## config.mk

```make
export PLATFORM = sky130hd
export DESIGN_NAME = comp_req_sequencer_flat
export DESIGN_NICKNAME = d
export VERILOG_FILES = /design/src/rtl/comp_req_sequencer_pkg.sv /design/src/rtl/comp_req_sequencer_if.sv /design/src/rtl/comp_req_sequencer_fifo.sv /design/src/rtl/comp_req_sequencer.sv /design/src/flat_wrapper.sv
export SDC_FILE = /design/constraint.sdc
export NUM_CORES = 1
export LEC_CHECK = 0
export ABC_AREA = 1
export BUFFER_PORTS_ARGS = -buffer_cell sky130_fd_sc_hd__buf_4
export CORE_MARGIN = 1.5
export CORE_UTILIZATION = 51
export CTS_CLUSTER_DIAMETER = 150
export DETAILED_ROUTE_END_ITERATION = 10
export PLACE_DENSITY = 0.87
export SETUP_SLACK_MARGIN = 0.05
export SLEW_MARGIN = 20
export SYNTH_ARGS = -nofsm -noshare
export SYNTH_HDL_FRONTEND = slang
export SYNTH_SLANG_ARGS = --single-unit
```

## constraint.sdc

```tcl
create_clock -name clk -period 5.85 [get_ports clk]
set_input_delay 1.17 -clock clk [delete_from_list [all_inputs] [get_ports clk]]
set_output_delay 1.17 -clock clk [all_outputs]
set_load 0.02 [all_outputs]
```

## src/rtl/comp_req_sequencer_pkg.sv

```systemverilog
// Shared types and constants for the compression-engine request sequencer.
package comp_pkg;

   localparam int PLAIN_W = 80;
   localparam int CODE_W  = 8;

   typedef enum logic [1:0] {
      CMD_NOP        = 2'b00,
      CMD_COMPRESS   = 2'b01,
      CMD_DECOMPRESS = 2'b10
   } cmd_e;

   typedef enum logic [1:0] {
      RESP_NONE = 2'b00,
      RESP_OK   = 2'b01,
      RESP_FAIL = 2'b10,
      RESP_RSVD = 2'b11
   } resp_e;

   localparam logic [1:0] ST_NONE  = 2'b00;
   localparam logic [1:0] ST_OK    = 2'b01;
   localparam logic [1:0] ST_FAIL  = 2'b10;
   localparam logic [1:0] ST_ABORT = 2'b11;

   // Request record at the default code width; the sequencer packs its FIFO
   // entries in this same {cmd, data, code} order at its own DATA_WIDTH.
   typedef struct packed {
      logic [1:0]         cmd;
      logic [PLAIN_W-1:0] data;
      logic [CODE_W-1:0]  code;
   } req_t;

   typedef enum logic [1:0] {
      S_IDLE,
      S_ISSUE,
      S_WAIT,
      S_RESP
   } seq_state_e;

   function automatic logic cmd_legal(input logic [1:0] c);
      return (c == CMD_COMPRESS) || (c == CMD_DECOMPRESS);
   endfunction

endpackage

```

## src/rtl/comp_req_sequencer_if.sv

```systemverilog
// Producer, engine and consumer signals of the request sequencer.
// master = sequencer side, slave = producer/engine/consumer side.
interface comp_req_sequencer_if #(
   parameter int DATA_WIDTH = 8
);
   logic                        req_valid;
   logic                        req_ready;
   logic [1:0]                  req_cmd;
   logic [comp_pkg::PLAIN_W-1:0] req_data;
   logic [DATA_WIDTH-1:0]       req_code;

   logic [1:0]                  command;
   logic [comp_pkg::PLAIN_W-1:0] data_in;
   logic [DATA_WIDTH-1:0]       compressed_in;
   logic [1:0]                  response;
   logic [DATA_WIDTH-1:0]       compressed_out;
   logic [comp_pkg::PLAIN_W-1:0] decompressed_out;

   logic                        rsp_valid;
   logic                        rsp_ready;
   logic [1:0]                  rsp_status;
   logic [DATA_WIDTH-1:0]       rsp_code;
   logic [comp_pkg::PLAIN_W-1:0] rsp_data;

   modport master (
      input  req_valid, req_cmd, req_data, req_code,
      input  response, compressed_out, decompressed_out,
      input  rsp_ready,
      output req_ready, command, data_in, compressed_in,
      output rsp_valid, rsp_status, rsp_code, rsp_data
   );

   modport slave (
      output req_valid, req_cmd, req_data, req_code,
      output response, compressed_out, decompressed_out,
      output rsp_ready,
      input  req_ready, command, data_in, compressed_in,
      input  rsp_valid, rsp_status, rsp_code, rsp_data
   );
endinterface

```

## src/rtl/comp_req_sequencer_fifo.sv

```systemverilog
// Request buffer: power-of-two depth, wrap-bit pointers, simultaneous push/pop.
module comp_req_fifo #(
   parameter int WIDTH = 8,
   parameter int DEPTH = 4
) (
   input  logic             clk,
   input  logic             reset,
   input  logic             i_push,
   input  logic [WIDTH-1:0] i_wdata,
   input  logic             i_pop,
   output logic [WIDTH-1:0] o_rdata,
   output logic             o_full,
   output logic             o_empty
);
   localparam int AW = $clog2(DEPTH);

   logic [WIDTH-1:0] r_mem [DEPTH];
   logic [AW:0]      r_wr_ptr;
   logic [AW:0]      r_rd_ptr;
   logic             w_do_push;
   logic             w_do_pop;

   assign o_full    = (r_wr_ptr[AW-1:0] == r_rd_ptr[AW-1:0]) && (r_wr_ptr[AW] != r_rd_ptr[AW]);
   assign o_empty   = (r_wr_ptr == r_rd_ptr);
   // A pop frees the head slot in the same cycle, so a push is legal even when full.
   assign w_do_push = i_push && (!o_full || i_pop);
   assign w_do_pop  = i_pop && !o_empty;
   assign o_rdata   = r_mem[r_rd_ptr[AW-1:0]];

   always_ff @(posedge clk) begin
      if (reset) begin
         r_wr_ptr <= '0;
         r_rd_ptr <= '0;
      end else begin
         if (w_do_push) r_wr_ptr <= r_wr_ptr + (AW+1)'(1);
         if (w_do_pop)  r_rd_ptr <= r_rd_ptr + (AW+1)'(1);
      end
   end

   always_ff @(posedge clk) begin
      if (w_do_push) r_mem[r_wr_ptr[AW-1:0]] <= i_wdata;
   end
endmodule

```

## src/rtl/comp_req_sequencer.sv

```systemverilog
// Request front-end for the compression engine: buffers requests, keeps at most
// one operation outstanding at the engine, and returns one result per request.
module comp_req_sequencer
   import comp_pkg::*;
#(
   parameter int DATA_WIDTH = 8,
   parameter int FIFO_DEPTH = 4,
   parameter int TIMEOUT    = 16
) (
   input logic                  clk,
   input logic                  reset,
   comp_req_sequencer_if.master bus
);
   localparam int ENT_W = 2 + PLAIN_W + DATA_WIDTH;
   localparam int CNT_W = $clog2(TIMEOUT) + 1;

   seq_state_e            r_state;
   seq_state_e            w_next;
   logic                  w_full, w_empty, w_push, w_pop;
   logic                  w_head_legal, w_got_rsp, w_timeout;
   logic [ENT_W-1:0]      w_wdata, w_head;
   logic [1:0]            w_head_cmd;
   logic [PLAIN_W-1:0]    w_head_data;
   logic [DATA_WIDTH-1:0] w_head_code;
   logic [1:0]            r_cmd;
   logic [PLAIN_W-1:0]    r_data_in;
   logic [DATA_WIDTH-1:0] r_comp_in;
   logic [CNT_W-1:0]      r_cnt;
   logic [1:0]            r_status;
   logic [DATA_WIDTH-1:0] r_rsp_code;
   logic [PLAIN_W-1:0]    r_rsp_data;
   logic [1:0]            w_command;
   logic                  w_rsp_valid;

   assign w_wdata = {bus.req_cmd, bus.req_data, bus.req_code};
   assign {w_head_cmd, w_head_data, w_head_code} = w_head;
   assign w_push       = bus.req_valid && !w_full;
   assign w_pop        = (r_state == S_IDLE) && !w_empty;
   assign w_head_legal = cmd_legal(w_head_cmd);
   assign w_got_rsp    = (r_state == S_WAIT) && (bus.response != RESP_NONE);
   assign w_timeout    = (r_state == S_WAIT) && (bus.response == RESP_NONE) &&
                         (r_cnt == CNT_W'(TIMEOUT - 1));

   comp_req_fifo #(
      .WIDTH (ENT_W),
      .DEPTH (FIFO_DEPTH)
   ) u_fifo (
      .clk     (clk),
      .reset   (reset),
      .i_push  (w_push),
      .i_wdata (w_wdata),
      .i_pop   (w_pop),
      .o_rdata (w_head),
      .o_full  (w_full),
      .o_empty (w_empty)
   );

   always_ff @(posedge clk) begin
      if (reset) r_state <= S_IDLE;
      else       r_state <= w_next;
   end

   always_comb begin
      w_next = r_state;
      case (r_state)
         S_IDLE:  if (!w_empty) w_next = w_head_legal ? S_ISSUE : S_RESP;
         S_ISSUE: w_next = S_WAIT;
         S_WAIT:  if (w_got_rsp || w_timeout) w_next = S_RESP;
         S_RESP:  if (bus.rsp_ready) w_next = S_IDLE;
         default: w_next = S_IDLE;
      endcase
   end

   always_comb begin
      w_command   = CMD_NOP;
      w_rsp_valid = 1'b0;
      case (r_state)
         S_ISSUE: w_command   = r_cmd;
         S_RESP:  w_rsp_valid = 1'b1;
         default: ;
      endcase
   end

   // Engine-side operands load only for legal commands, so the bus keeps the
   // last issued values while idle or while illegal requests drain.
   always_ff @(posedge clk) begin
      if (reset) begin
         r_cmd      <= CMD_NOP;
         r_data_in  <= '0;
         r_comp_in  <= '0;
         r_cnt      <= '0;
         r_status   <= ST_NONE;
         r_rsp_code <= '0;
         r_rsp_data <= '0;
      end else begin
         if (w_pop && w_head_legal) begin
            r_cmd     <= w_head_cmd;
            r_data_in <= w_head_data;
            r_comp_in <= w_head_code;
         end
         if (r_state == S_ISSUE)     r_cnt <= '0;
         else if (r_state == S_WAIT) r_cnt <= r_cnt + CNT_W'(1);

         if (w_pop && !w_head_legal) begin
            r_status   <= ST_ABORT;
            r_rsp_code <= '0;
            r_rsp_data <= '0;
         end else if (w_got_rsp) begin
            // Reserved engine code is reported as an engine failure.
            r_status   <= (bus.response == RESP_OK) ? ST_OK : ST_FAIL;
            r_rsp_code <= (bus.response == RESP_OK && r_cmd == CMD_COMPRESS) ?
                          bus.compressed_out : '0;
            r_rsp_data <= (bus.response == RESP_OK && r_cmd == CMD_DECOMPRESS) ?
                          bus.decompressed_out : '0;
         end else if (w_timeout) begin
            r_status   <= ST_ABORT;
            r_rsp_code <= '0;
            r_rsp_data <= '0;
         end
      end
   end

   assign bus.req_ready     = !w_full;
   assign bus.command       = w_command;
   assign bus.data_in       = r_data_in;
   assign bus.compressed_in = r_comp_in;
   assign bus.rsp_valid     = w_rsp_valid;
   assign bus.rsp_status    = r_status;
   assign bus.rsp_code      = r_rsp_code;
   assign bus.rsp_data      = r_rsp_data;
endmodule

```

## src/flat_wrapper.sv

```systemverilog
// flat-port wrapper written by rule: the top's interface ports become plain ports
module comp_req_sequencer_flat import comp_pkg::*;
#(
   parameter int DATA_WIDTH = 8,
   parameter int FIFO_DEPTH = 4,
   parameter int TIMEOUT    = 16
)
  (clk, reset, bus_req_valid, bus_req_cmd, bus_req_data, bus_req_code, bus_response, bus_compressed_out, bus_decompressed_out, bus_rsp_ready, bus_req_ready, bus_command, bus_data_in, bus_compressed_in, bus_rsp_valid, bus_rsp_status, bus_rsp_code, bus_rsp_data);
  comp_req_sequencer_if #(.DATA_WIDTH(DATA_WIDTH)) bus_i ();
  input logic clk;
  input logic reset;
  input wire logic [$bits(bus_i.req_valid)-1:0] bus_req_valid;
  input wire logic [$bits(bus_i.req_cmd)-1:0] bus_req_cmd;
  input wire logic [$bits(bus_i.req_data)-1:0] bus_req_data;
  input wire logic [$bits(bus_i.req_code)-1:0] bus_req_code;
  input wire logic [$bits(bus_i.response)-1:0] bus_response;
  input wire logic [$bits(bus_i.compressed_out)-1:0] bus_compressed_out;
  input wire logic [$bits(bus_i.decompressed_out)-1:0] bus_decompressed_out;
  input wire logic [$bits(bus_i.rsp_ready)-1:0] bus_rsp_ready;
  output wire logic [$bits(bus_i.req_ready)-1:0] bus_req_ready;
  output wire logic [$bits(bus_i.command)-1:0] bus_command;
  output wire logic [$bits(bus_i.data_in)-1:0] bus_data_in;
  output wire logic [$bits(bus_i.compressed_in)-1:0] bus_compressed_in;
  output wire logic [$bits(bus_i.rsp_valid)-1:0] bus_rsp_valid;
  output wire logic [$bits(bus_i.rsp_status)-1:0] bus_rsp_status;
  output wire logic [$bits(bus_i.rsp_code)-1:0] bus_rsp_code;
  output wire logic [$bits(bus_i.rsp_data)-1:0] bus_rsp_data;
  assign bus_i.req_valid = bus_req_valid;
  assign bus_i.req_cmd = bus_req_cmd;
  assign bus_i.req_data = bus_req_data;
  assign bus_i.req_code = bus_req_code;
  assign bus_i.response = bus_response;
  assign bus_i.compressed_out = bus_compressed_out;
  assign bus_i.decompressed_out = bus_decompressed_out;
  assign bus_i.rsp_ready = bus_rsp_ready;
  assign bus_req_ready = bus_i.req_ready;
  assign bus_command = bus_i.command;
  assign bus_data_in = bus_i.data_in;
  assign bus_compressed_in = bus_i.compressed_in;
  assign bus_rsp_valid = bus_i.rsp_valid;
  assign bus_rsp_status = bus_i.rsp_status;
  assign bus_rsp_code = bus_i.rsp_code;
  assign bus_rsp_data = bus_i.rsp_data;
  comp_req_sequencer #(.DATA_WIDTH(DATA_WIDTH), .FIFO_DEPTH(FIFO_DEPTH), .TIMEOUT(TIMEOUT)) u_core (.clk(clk), .reset(reset), .bus(bus_i));
endmodule
```

==> flow_metrics.env <==
export IMPL_timing_fmax_mhz=288
export IMPL_synth_cell_area_sq_um=21700
export IMPL_cp_data_arrival_time_ps=3910
export IMPL_cp_max_fo=88
export IMPL_die_x_microns=209
export IMPL_grt_pass1_wl_microns=84900
export IMPL_hold_viol_final=0
export IMPL_grt_pass1_vias=15811
export IMPL_critPathRequiredTime_ps=6290
export IMPL_die_area_sq_um=43700
export IMPL_status="complete, no violations"
export IMPL_dp_final_hpwl_microns=34500
export IMPL_syn_avg_cell_area_sq_um=10.4
export IMPL_worst_slack_ps=2380
export IMPL_dr_pass1_iters=6
export IMPL_multi_input_area_sq_um=5840
export IMPL_worstMarginPinSlew_ps=1100
export IMPL_tns_ps=0
export IMPL_clock_latency_ps=600
export IMPL_grt_overflow=0
export IMPL_post_place_ws_ps=2320
export IMPL_ys_ff_latch=555
export IMPL_regArea_sq_um=14700
export IMPL_yosys_area_top_type="edfxtp_1"
export IMPL_postCtsSetupRepairBufs=0
export IMPL_wl_per_cell_microns=18.9
export IMPL_cts_made_buffers=53
export IMPL_synth_cell_type_count=29
export IMPL_hp_class="reg2reg"
export IMPL_cts_resized=0
export IMPL_cts_tree="built"
export IMPL_globalplace_congestion=0.852
export IMPL_cp_end_kind="register"
export IMPL_min_period_ps=3470
export IMPL_worstSetupStartpointType="register"
export IMPL_critPathMaxStageDelay_ps=850
export IMPL_drtIter0Drc=1577
export IMPL_cts_buffer_depth=3
export IMPL_powerDensity_nw_per_um2=435
export IMPL_die_h_microns=209
export IMPL_crit_family="simple AND/OR/NAND/NOR gates"
export IMPL_synthTopCellsByCount="nor2_1 (534), edfxtp_1 (360), nand2_1 (229), dfxtp_1 (195), o21ai_0 (184)"
export IMPL_core_sq_um=41900
export IMPL_yosysTopAreaCellShare=0.499
export IMPL_fin_skew_ps=13.5
export IMPL_io_pins=366
export IMPL_start_util=0.516
export IMPL_postSynthCellCount=2083
export IMPL_drc_errors=0
export IMPL_drv_cap=0
export IMPL_antenna_left=0
export IMPL_grt_max_degree=178
export IMPL_num_rows=75
export IMPL_ys_seq_area_frac=0.679
export IMPL_synthArstFlopShare=0
export IMPL_track_usage=0.249
export IMPL_syn2layout_area_growth_pct=21.9
export IMPL_fill_cells=3120
export IMPL_fin_cells=2973
export IMPL_power_leakage_uw=0.0107
export IMPL_synthFlopType="edfxtp_1"
export IMPL_fin_nets=2581
export IMPL_antenna_found_initial=4
export IMPL_cts_sinks=555
export IMPL_relSlewSlack=0.262
export IMPL_postLayoutCoreUtil=0.630
export IMPL_syn_nets=2279
export IMPL_critical_path_slowest_cell="clkinv_2"
export IMPL_criticalPathCategory="reg2reg"
export IMPL_yosysMostFrequentCell="nor2_1"
export IMPL_maxSlewViolCount=0
export IMPL_routed_wirelength_microns=56300
export IMPL_via_per_inst=5.42
export IMPL_drive_gt1_frac=0.207
export IMPL_vias=16107
export IMPL_ctsRootBufferMaster="clkbuf_16"
export IMPL_cp_cell_sequence="clkinv_2, nand3_1, nand2_1, nand2_2, nand3_2, nand2_4, nor2_1"
export IMPL_clk_pin_slew_ps=60
export IMPL_setup_viol=0
export IMPL_path_buf_inv=1
export IMPL_synth_edff_count=360
export IMPL_ctsHtreeMaxLevel=2
export IMPL_numPlacedInstances=2868
export IMPL_rsz0062_at_grt="false"
export IMPL_ir_drop_mv=0.283
export IMPL_io_buffers=365
export IMPL_hold_buffers=0
export IMPL_min_period_over_period=0.593
export IMPL_yosys_warnings=0
export IMPL_synthTopCellsByArea="edfxtp_1 (50%), dfxtp_1 (18%), nor2_1 (9.3%)"
report_power, final:
group / internal (uW) / leakage [uW] / total (uW) / switching [uW]
clock network: 2050 / 0.000910 / 3510 / 1450
registers: 4500 / 0.00489 / 4750 / 245
logic: 986 / 0.00487 / 3230 / 2250
total: 7540 / 0.0107 / 11500 / 3950
per-layer routing:
| layer | vias to the layer above | routed length [microns] | global-route usage |
|---|---|---|---|
| li1 | 7645 | - | - |
| met1 | 7578 | 21000 | 0.294 |
| met2 | 759 | 28300 | 0.434 |
| met3 | 125 | 4510 | 0.0451 |
| met4 | 0 | 2530 | 0.133 |
| met5 | - | 0 | 0 |
worst paths after layout:
| path | startpoint | end | slack [ps] | cells past startpoint |
|---|---|---|---|---|
| min | u_core.bus.data_in[58] | u_core.bus.data_in[58] | 480 | 2 |
| max | register | u_core.bus.rsp_data[39] | 2380 | 7 |
| max reg2reg | register | u_core.bus.rsp_data[39] | 2380 | 7 |
| min reg2reg | u_core.bus.data_in[58] | u_core.bus.data_in[58] | 480 | 2 |
cells in the final DEF (no fill, tap or decap), drive strengths merged:
cell type and n:
clkbuf 77, ha 12, o21ai 184, a21oi 102
dfxtp 195, nor3b 1, o22ai 2, diode 4
nand2 234, buf 382, bufinv 3, clkinvlp 1
xor2 2, nor3 3, a22oi 88, nor2 544
clkinv 18, edfxtp 360, nand4 2, inv 120
nand3 99, a211oi 1
registers in the layout (all words and copies together), names as in the netlist, named ones only:
signal	flops
u_core.bus.rsp_status	2
u_core.bus.rsp_code	8
u_core.u_fifo.r_wr_ptr	3
u_core.u_fifo.r_mem	360
u_core.u_fifo.r_rd_ptr	3
u_core.bus.data_in	80
u_core.r_cmd	2
u_core.r_state	2
u_core.bus.rsp_data	80
u_core.r_cnt	5
u_core.bus.compressed_in	8
metrics by stage:
step / cell area, sq um / hold slack [ps] / power, uW
2_1_floorplan: 21700 / 454 / 7180
3_3_place_gp: 24500 / 465 / 7850
3_5_place_dp: 24500 / 472 / 7980
4_1_cts: 26400 / 488 / 11500
5_1_grt: 26400 / 509 / 12100
6_report: 26400 / 484 / 11500
area by class of cell:
| class | count | area share |
|---|---|---|
| Antenna cell | 4 | 0.000379 |
| Clock buffer | 77 | 0.0611 |
| Clock inverter | 23 | 0.00777 |
| Inverter | 119 | 0.0173 |
| Multi-Input combinational cell | 1274 | 0.221 |
| Sequential cell | 555 | 0.557 |
| Tap cell | 539 | 0.0255 |
| Timing Repair Buffer | 382 | 0.109 |
kinds of logic after synthesis:
family | share of synthesized area
AOI/OAI and AO/OA | 0.0975
buffers and inverters | 0.0538
xor gates and xnor gates | 0.000809
DFF | 0.679
adders and majority gates | 0.00693
and+or+nand+nor | 0.162
worst reg2reg max path: cells and delay by family (launching register included):
kind,cells,cell delay [ps]
buffers and inverters,1,870
flip-flops,1,750
AND/OR/NAND/NOR,6,1690
(Power assumes the default switching activity.)
